==> src/rtl/mac_ifmaps_multirow_fifo_pkg.sv <==
// Shared defaults and helpers for the MAC ifmaps row buffer.
package mac_ifmaps_multirow_fifo_pkg;

  localparam int DEF_DATA_WIDTH     = 1;
  localparam int DEF_NUM_ROWS       = 5;
  localparam int DEF_DEPTH          = 8;
  localparam int DEF_ALMOST_FULL_TH = 6;

  // Occupancy update selected by the accepted write/read pair of a cycle.
  typedef enum logic [1:0] {
    CNT_HOLD = 2'd0,
    CNT_INC  = 2'd1,
    CNT_DEC  = 2'd2
  } cnt_op_e;

  // A simultaneous write and read leaves the occupancy unchanged.
  function automatic cnt_op_e cnt_op(input logic wr_ok, input logic rd_ok);
    cnt_op_e op;
    op = CNT_HOLD;
    if (wr_ok && !rd_ok) op = CNT_INC;
    if (rd_ok && !wr_ok) op = CNT_DEC;
    return op;
  endfunction

endpackage

==> src/rtl/mac_ifmaps_multirow_fifo_mem.sv <==
// Storage array for the ifmaps row buffer: one write port, one registered read port.
// The array itself is never reset; only the read register is.
module mac_ifmaps_multirow_fifo_mem #(
  parameter int WIDTH = 5,
  parameter int DEPTH = 8
) (
  input  logic                     clk,
  input  logic                     rst_n,
  input  logic                     wr_en,
  input  logic [$clog2(DEPTH)-1:0] wr_addr,
  input  logic [WIDTH-1:0]         wr_data,
  input  logic                     rd_en,
  input  logic [$clog2(DEPTH)-1:0] rd_addr,
  output logic [WIDTH-1:0]         rd_data
);

  logic [WIDTH-1:0] r_mem [DEPTH];
  logic [WIDTH-1:0] r_rdata;

  // Write port: store one column slice per accepted write.
  always_ff @(posedge clk) begin
    if (wr_en) r_mem[wr_addr] <= wr_data;
  end

  // Read port: sample the pre-edge entry, so a same-address write lands after the read.
  always_ff @(posedge clk or negedge rst_n) begin
    if (!rst_n)     r_rdata <= '0;
    else if (rd_en) r_rdata <= r_mem[rd_addr];
  end

  assign rd_data = r_rdata;

endmodule

==> src/rtl/mac_ifmaps_multirow_fifo.sv <==
// Ifmaps row buffer in front of the binary MAC array: pointers, occupancy,
// accept logic, status flags and sticky error bits around the storage array.
module mac_ifmaps_multirow_fifo
  import mac_ifmaps_multirow_fifo_pkg::*;
#(
  parameter int DATA_WIDTH     = DEF_DATA_WIDTH,
  parameter int NUM_ROWS       = DEF_NUM_ROWS,
  parameter int DEPTH          = DEF_DEPTH,
  parameter int ALMOST_FULL_TH = DEF_ALMOST_FULL_TH
) (
  input  logic                           clk,
  input  logic                           rst_n,
  input  logic [NUM_ROWS*DATA_WIDTH-1:0] ifmaps_in,
  input  logic                           ifmaps_input_valid,
  input  logic                           fifo_read,
  input  logic                           fifo_flush,
  output logic [NUM_ROWS*DATA_WIDTH-1:0] ifmaps_out,
  output logic                           ifmaps_out_valid,
  output logic                           fifo_full,
  output logic                           fifo_empty,
  output logic                           fifo_almost_full,
  output logic [$clog2(DEPTH):0]         fifo_count,
  output logic                           overflow_err,
  output logic                           underflow_err
);

  localparam int W  = NUM_ROWS * DATA_WIDTH;
  localparam int AW = $clog2(DEPTH);
  localparam int CW = AW + 1;

  logic [AW-1:0] r_wr_ptr;
  logic [AW-1:0] r_rd_ptr;
  logic [CW-1:0] r_count;
  logic          r_out_vld;
  logic          r_ovf;
  logic          r_unf;

  logic          w_full;
  logic          w_empty;
  logic          w_rd_ok;
  logic          w_wr_ok;
  logic          w_mem_wr;
  logic          w_mem_rd;
  cnt_op_e       w_cnt_op;

  // Flags come straight from the registered occupancy.
  assign w_full  = (r_count == CW'(DEPTH));
  assign w_empty = (r_count == '0);

  // A full buffer still takes a write when a read frees a slot in the same cycle;
  // an empty buffer never forwards a same-cycle write to the reader.
  assign w_rd_ok  = fifo_read & ~w_empty;
  assign w_wr_ok  = ifmaps_input_valid & (~w_full | w_rd_ok);
  assign w_mem_wr = w_wr_ok & ~fifo_flush;
  assign w_mem_rd = w_rd_ok & ~fifo_flush;
  assign w_cnt_op = cnt_op(w_wr_ok, w_rd_ok);

  mac_ifmaps_multirow_fifo_mem #(
    .WIDTH (W),
    .DEPTH (DEPTH)
  ) u_mem (
    .clk     (clk),
    .rst_n   (rst_n),
    .wr_en   (w_mem_wr),
    .wr_addr (r_wr_ptr),
    .wr_data (ifmaps_in),
    .rd_en   (w_mem_rd),
    .rd_addr (r_rd_ptr),
    .rd_data (ifmaps_out)
  );

  // Pointers and occupancy; flush wins over any accepted read or write.
  always_ff @(posedge clk or negedge rst_n) begin
    if (!rst_n) begin
      r_wr_ptr <= '0;
      r_rd_ptr <= '0;
      r_count  <= '0;
    end else if (fifo_flush) begin
      r_wr_ptr <= '0;
      r_rd_ptr <= '0;
      r_count  <= '0;
    end else begin
      if (w_wr_ok) r_wr_ptr <= r_wr_ptr + AW'(1);
      if (w_rd_ok) r_rd_ptr <= r_rd_ptr + AW'(1);
      case (w_cnt_op)
        CNT_INC: r_count <= r_count + CW'(1);
        CNT_DEC: r_count <= r_count - CW'(1);
        default: r_count <= r_count;
      endcase
    end
  end

  // One-cycle strobe marking that the read register took a new entry.
  always_ff @(posedge clk or negedge rst_n) begin
    if (!rst_n) r_out_vld <= 1'b0;
    else        r_out_vld <= w_mem_rd;
  end

  // Sticky errors for refused requests; cleared only by flush or reset.
  always_ff @(posedge clk or negedge rst_n) begin
    if (!rst_n) begin
      r_ovf <= 1'b0;
      r_unf <= 1'b0;
    end else if (fifo_flush) begin
      r_ovf <= 1'b0;
      r_unf <= 1'b0;
    end else begin
      if (ifmaps_input_valid && !w_wr_ok) r_ovf <= 1'b1;
      if (fifo_read && !w_rd_ok)          r_unf <= 1'b1;
    end
  end

  assign ifmaps_out_valid = r_out_vld;
  assign fifo_full        = w_full;
  assign fifo_empty       = w_empty;
  assign fifo_almost_full = (r_count >= CW'(ALMOST_FULL_TH));
  assign fifo_count       = r_count;
  assign overflow_err     = r_ovf;
  assign underflow_err    = r_unf;

endmodule

==> config.mk <==
export PLATFORM = sky130hd
export DESIGN_NAME = mac_ifmaps_multirow_fifo
export DESIGN_NICKNAME = d
export VERILOG_FILES = /design/src/rtl/mac_ifmaps_multirow_fifo_pkg.sv /design/src/rtl/mac_ifmaps_multirow_fifo_mem.sv /design/src/rtl/mac_ifmaps_multirow_fifo.sv
export SDC_FILE = /design/constraint.sdc
export NUM_CORES = 1
export LEC_CHECK = 0
export CORE_MARGIN = 2
export CORE_UTILIZATION = 51
export DETAILED_ROUTE_END_ITERATION = 10
export PLACE_DENSITY = 0.7
export SLEW_MARGIN = 15
export SYNTH_ARGS = -nofsm -noshare
export SYNTH_HDL_FRONTEND = slang
export SYNTH_SLANG_ARGS = --single-unit
==> constraint.sdc <==
create_clock -name clk -period 3 [get_ports clk]
set_input_delay 0.6 -clock clk [delete_from_list [all_inputs] [get_ports clk]]
set_output_delay 0.6 -clock clk [all_outputs]
set_load 0.01 [all_outputs]
==> flow_summary.json <==
{
  "outcome": "finished clean",
  "clock_sinks": 58,
  "grt_max_degree": 19,
  "p_clk_share_pct": 32.7,
  "multiInputGateArea_sq_um": 778,
  "setup_ws_ps": 312,
  "arrival_ps": 2090,
  "cts_buffer_depth": 2,
  "comb_power_share_pct": 24.8,
  "row_count": 25,
  "finalMaxSlewViolations": 0,
  "routed_wl_mm": 4.54,
  "global_route.overflow_total": 0,
  "postSynthCellCount": 161,
  "drt-pass1-iter-count": 4,
  "netSwitchingFraction_pct": 27.8,
  "synth-seq-cells": 58,
  "n_fill_cell": 349,
  "drive_gt1_share_pct": 18.9,
  "port_buffers": 24,
  "drc": 0,
  "power_density_nw_per_um2": 815,
  "ff2ff_setup_slack_ps": 440,
  "start_kind": "flop",
  "ant_nets": 0,
  "r2r_end": "fifo_count[3]$_DFFE_PN0P_",
  "instances_no_fill": 255,
  "startpoint": "fifo_count[1]$_DFFE_PN0P_",
  "cts_buffers": 9,
  "hold_path_depth": 2,
  "syn_area_sq_um": 2480,
  "h-tree-depth": 3,
  "synth_largest_area_cell": "edfxtp_1",
  "cts-root-buf": "clkbuf_8",
  "syn_to_final_growth_pct": 22.8,
  "dieWidth_microns": 73.7,
  "dr.first_iter.drc_count": 130,
  "ys_types": 33,
  "via_count": 1472,
  "crit_end": "fifo_empty",
  "period_needed_ps": 2690,
  "die_height_microns": 73.7,
  "power_frac_seq_pct": 42.5,
  "fmax_mhz": 372,
  "dp_slack_ps": 409,
  "crit_path_max_fanout": 9,
  "rr_startpoint": "fifo_count[1]$_DFFE_PN0P_",
  "cts.reportedPaths.clkPinSlew_ps": 70,
  "internal_power_uw": 1790,
  "postCtsHoldBufs": 0,
  "synthArstFlopShare_pct": 31.0,
  "antennaDiodeCount": 0,
  "worst_pin_slew_ps": 809,
  "register_area_sq_um": 1650,
  "grt_pass1_vias": 1448,
  "nets": 211,
  "synth_ff_type": "edfxtp_1",
  "synth.area.top_cells": "edfxtp_1, dfrtp_1, mux4_2",
  "dp.cells": 239,
  "p_sw_uw": 690,
  "track_usage_pct": 19.3,
  "slew_headroom_pct": 45.9,
  "end_kind": "output port",
  "gp_congestion": 0.809,
  "hold_ws_ps": 483,
  "antenna_found_initial": 0,
  "worstHoldPathType": "flop to flop",
  "hold_viol": 0,
  "drv_cap": 0,
  "cts_tree": "yes",
  "hpwl_mm": 3.14,
  "syn_area_per_cell_sq_um": 15.4,
  "fin_crit_sh_pct": 89.6,
  "tns_ps": 0,
  "cp.required_ps": 2400,
  "ys_seq_area_share_pct": 66.7,
  "synth_fp_nets": 176,
  "yosysWarnings": 0,
  "rsz0062_at_grt": "no",
  "crit_type": "flop to output port",
  "leakagePower_uw": 0.00114,
  "post_cts_resized": 0,
  "utilization_pct": 64.8,
  "synth_edf_count": 40,
  "rr_worst_depth": 8,
  "post_cts_buffers": 0,
  "grt_pass1_wl_mm": 7.34,
  "core_sq_um": 4690,
  "start_util_pct": 52.8,
  "die-area_sq_um": 5430,
  "final-setup-viol-count": 0,
  "via_per_inst": 5.77,
  "post_drt_wl_per_cell_microns": 17.8,
  "synth.top_cell.area_share_pct": 48.5,
  "num_io_pins": 25,
  "skew_ps": 10.0,
  "clk_latency_ps": 330,
  "ir_worst_vdd_mv": 0.384
}
-- per-layer routing --
metal  wire (microns)  global-route usage, %  vias up
met5                0                      0        -
met4               28                   7.27        0
met3              147                   6.58        2
met2             2330                   30.2       30
met1             2040                   25.0      759
li1                 -                      -      681
-- cells by family after synthesis --
| logic type | count (synthesis) | synth area share, % |
|---|---|---|
| compound gates | 19 | 5.30 |
| xor+xnor | 6 | 2.12 |
| fa+ha+maj | 5 | 2.83 |
| buf+inv | 12 | 1.92 |
| flops | 58 | 66.7 |
| mux | 19 | 12.7 |
| simple gates | 42 | 8.43 |
-- layout by cell type (no fill, tap or decap), types with 2 or more instances in the layout --
| cell | n |
|---|---|
| o211ai_1 | 3 |
| nor2_1 | 18 |
| ha_1 | 4 |
| dfrtp_1 | 18 |
| inv_1 | 4 |
| clkbuf_8 | 11 |
| bufinv_16 | 2 |
| edfxtp_1 | 40 |
| o21ai_0 | 6 |
| nand3_1 | 2 |
| clkdlybuf4s50_1 | 24 |
| nand2_1 | 8 |
| a31oi_1 | 2 |
| nor4_1 | 2 |
| a21oi_1 | 2 |
| nor3_1 | 4 |
| mux2i_1 | 9 |
| mux4_2 | 10 |
| buf_4 | 8 |
| xor2_1 | 6 |
| nor2b_1 | 2 |
-- worst min path at each step --
stage                            startpoint                           end
2_1_floorplan                         rst_n     fifo_count[0]$_DFFE_PN0P_
3_5_place_dp   u_mem.rd_data[0]$_DFFE_PN0P_  u_mem.rd_data[0]$_DFFE_PN0P_
4_1_cts        u_mem.rd_data[0]$_DFFE_PN0P_  u_mem.rd_data[0]$_DFFE_PN0P_
5_1_grt        u_mem.rd_data[0]$_DFFE_PN0P_  u_mem.rd_data[0]$_DFFE_PN0P_
3_3_place_gp   u_mem.rd_data[2]$_DFFE_PN0P_  u_mem.rd_data[2]$_DFFE_PN0P_
6_report       u_mem.rd_data[0]$_DFFE_PN0P_  u_mem.rd_data[0]$_DFFE_PN0P_
-- power by group through the flow --
stage	sequential, uW	combinational, uW	clock [uW]
floorplan	1050	359	0
global placement	1060	597	0
detailed placement	1070	611	0
CTS	1060	618	825
global route	1070	675	857
finish	1050	614	809
-- per-stage QoR --
stage	total power, uW	instance area, sq um
floorplan	1410	2480
detailed placement	1680	2810
global placement	1660	2810
global route	2600	3040
finish	2480	3040
CTS	2500	3040
-- final cells by class --
| class | count | area share [%] |
|---|---|---|
| clock inverter | 4 | 2.43 |
| inverter | 4 | 0.494 |
| tap | 54 | 2.22 |
| clock buffer | 12 | 5.10 |
| multi-input combinational | 91 | 25.6 |
| timing repair buffer | 32 | 9.87 |
| sequential | 58 | 54.3 |
-- Yosys cell counts (2+ instances only) --
master / n
buf_2: 2
dfrtp_1: 18
mux4_2: 10
nor3_1: 4
clkbuf_1: 5
o211ai_1: 3
nand2_1: 8
mux2i_1: 9
edfxtp_1: 40
ha_1: 4
inv_1: 4
o21ai_0: 6
nor2b_1: 2
nand3_1: 2
a21oi_1: 2
nor4_1: 2
nor2_1: 18
xor2_1: 6
a31oi_1: 2
-- sequential cells by signal (all words and copies together) (netlist names) --
signal            cells
fifo_count            4
ifmaps_out_valid      1
overflow_err          1
r_rd_ptr              3
r_wr_ptr              3
u_mem.r_mem          40
u_mem.rd_data         5
underflow_err         1
-- critical path, cell delays in order, from the launching register on --
cell and delay (ps):
dfrtp_1 490, or4_4 620, inv_1 120, clkdlybuf4s50_1 540
No activity file was read; power rests on OpenSTA's default activity.
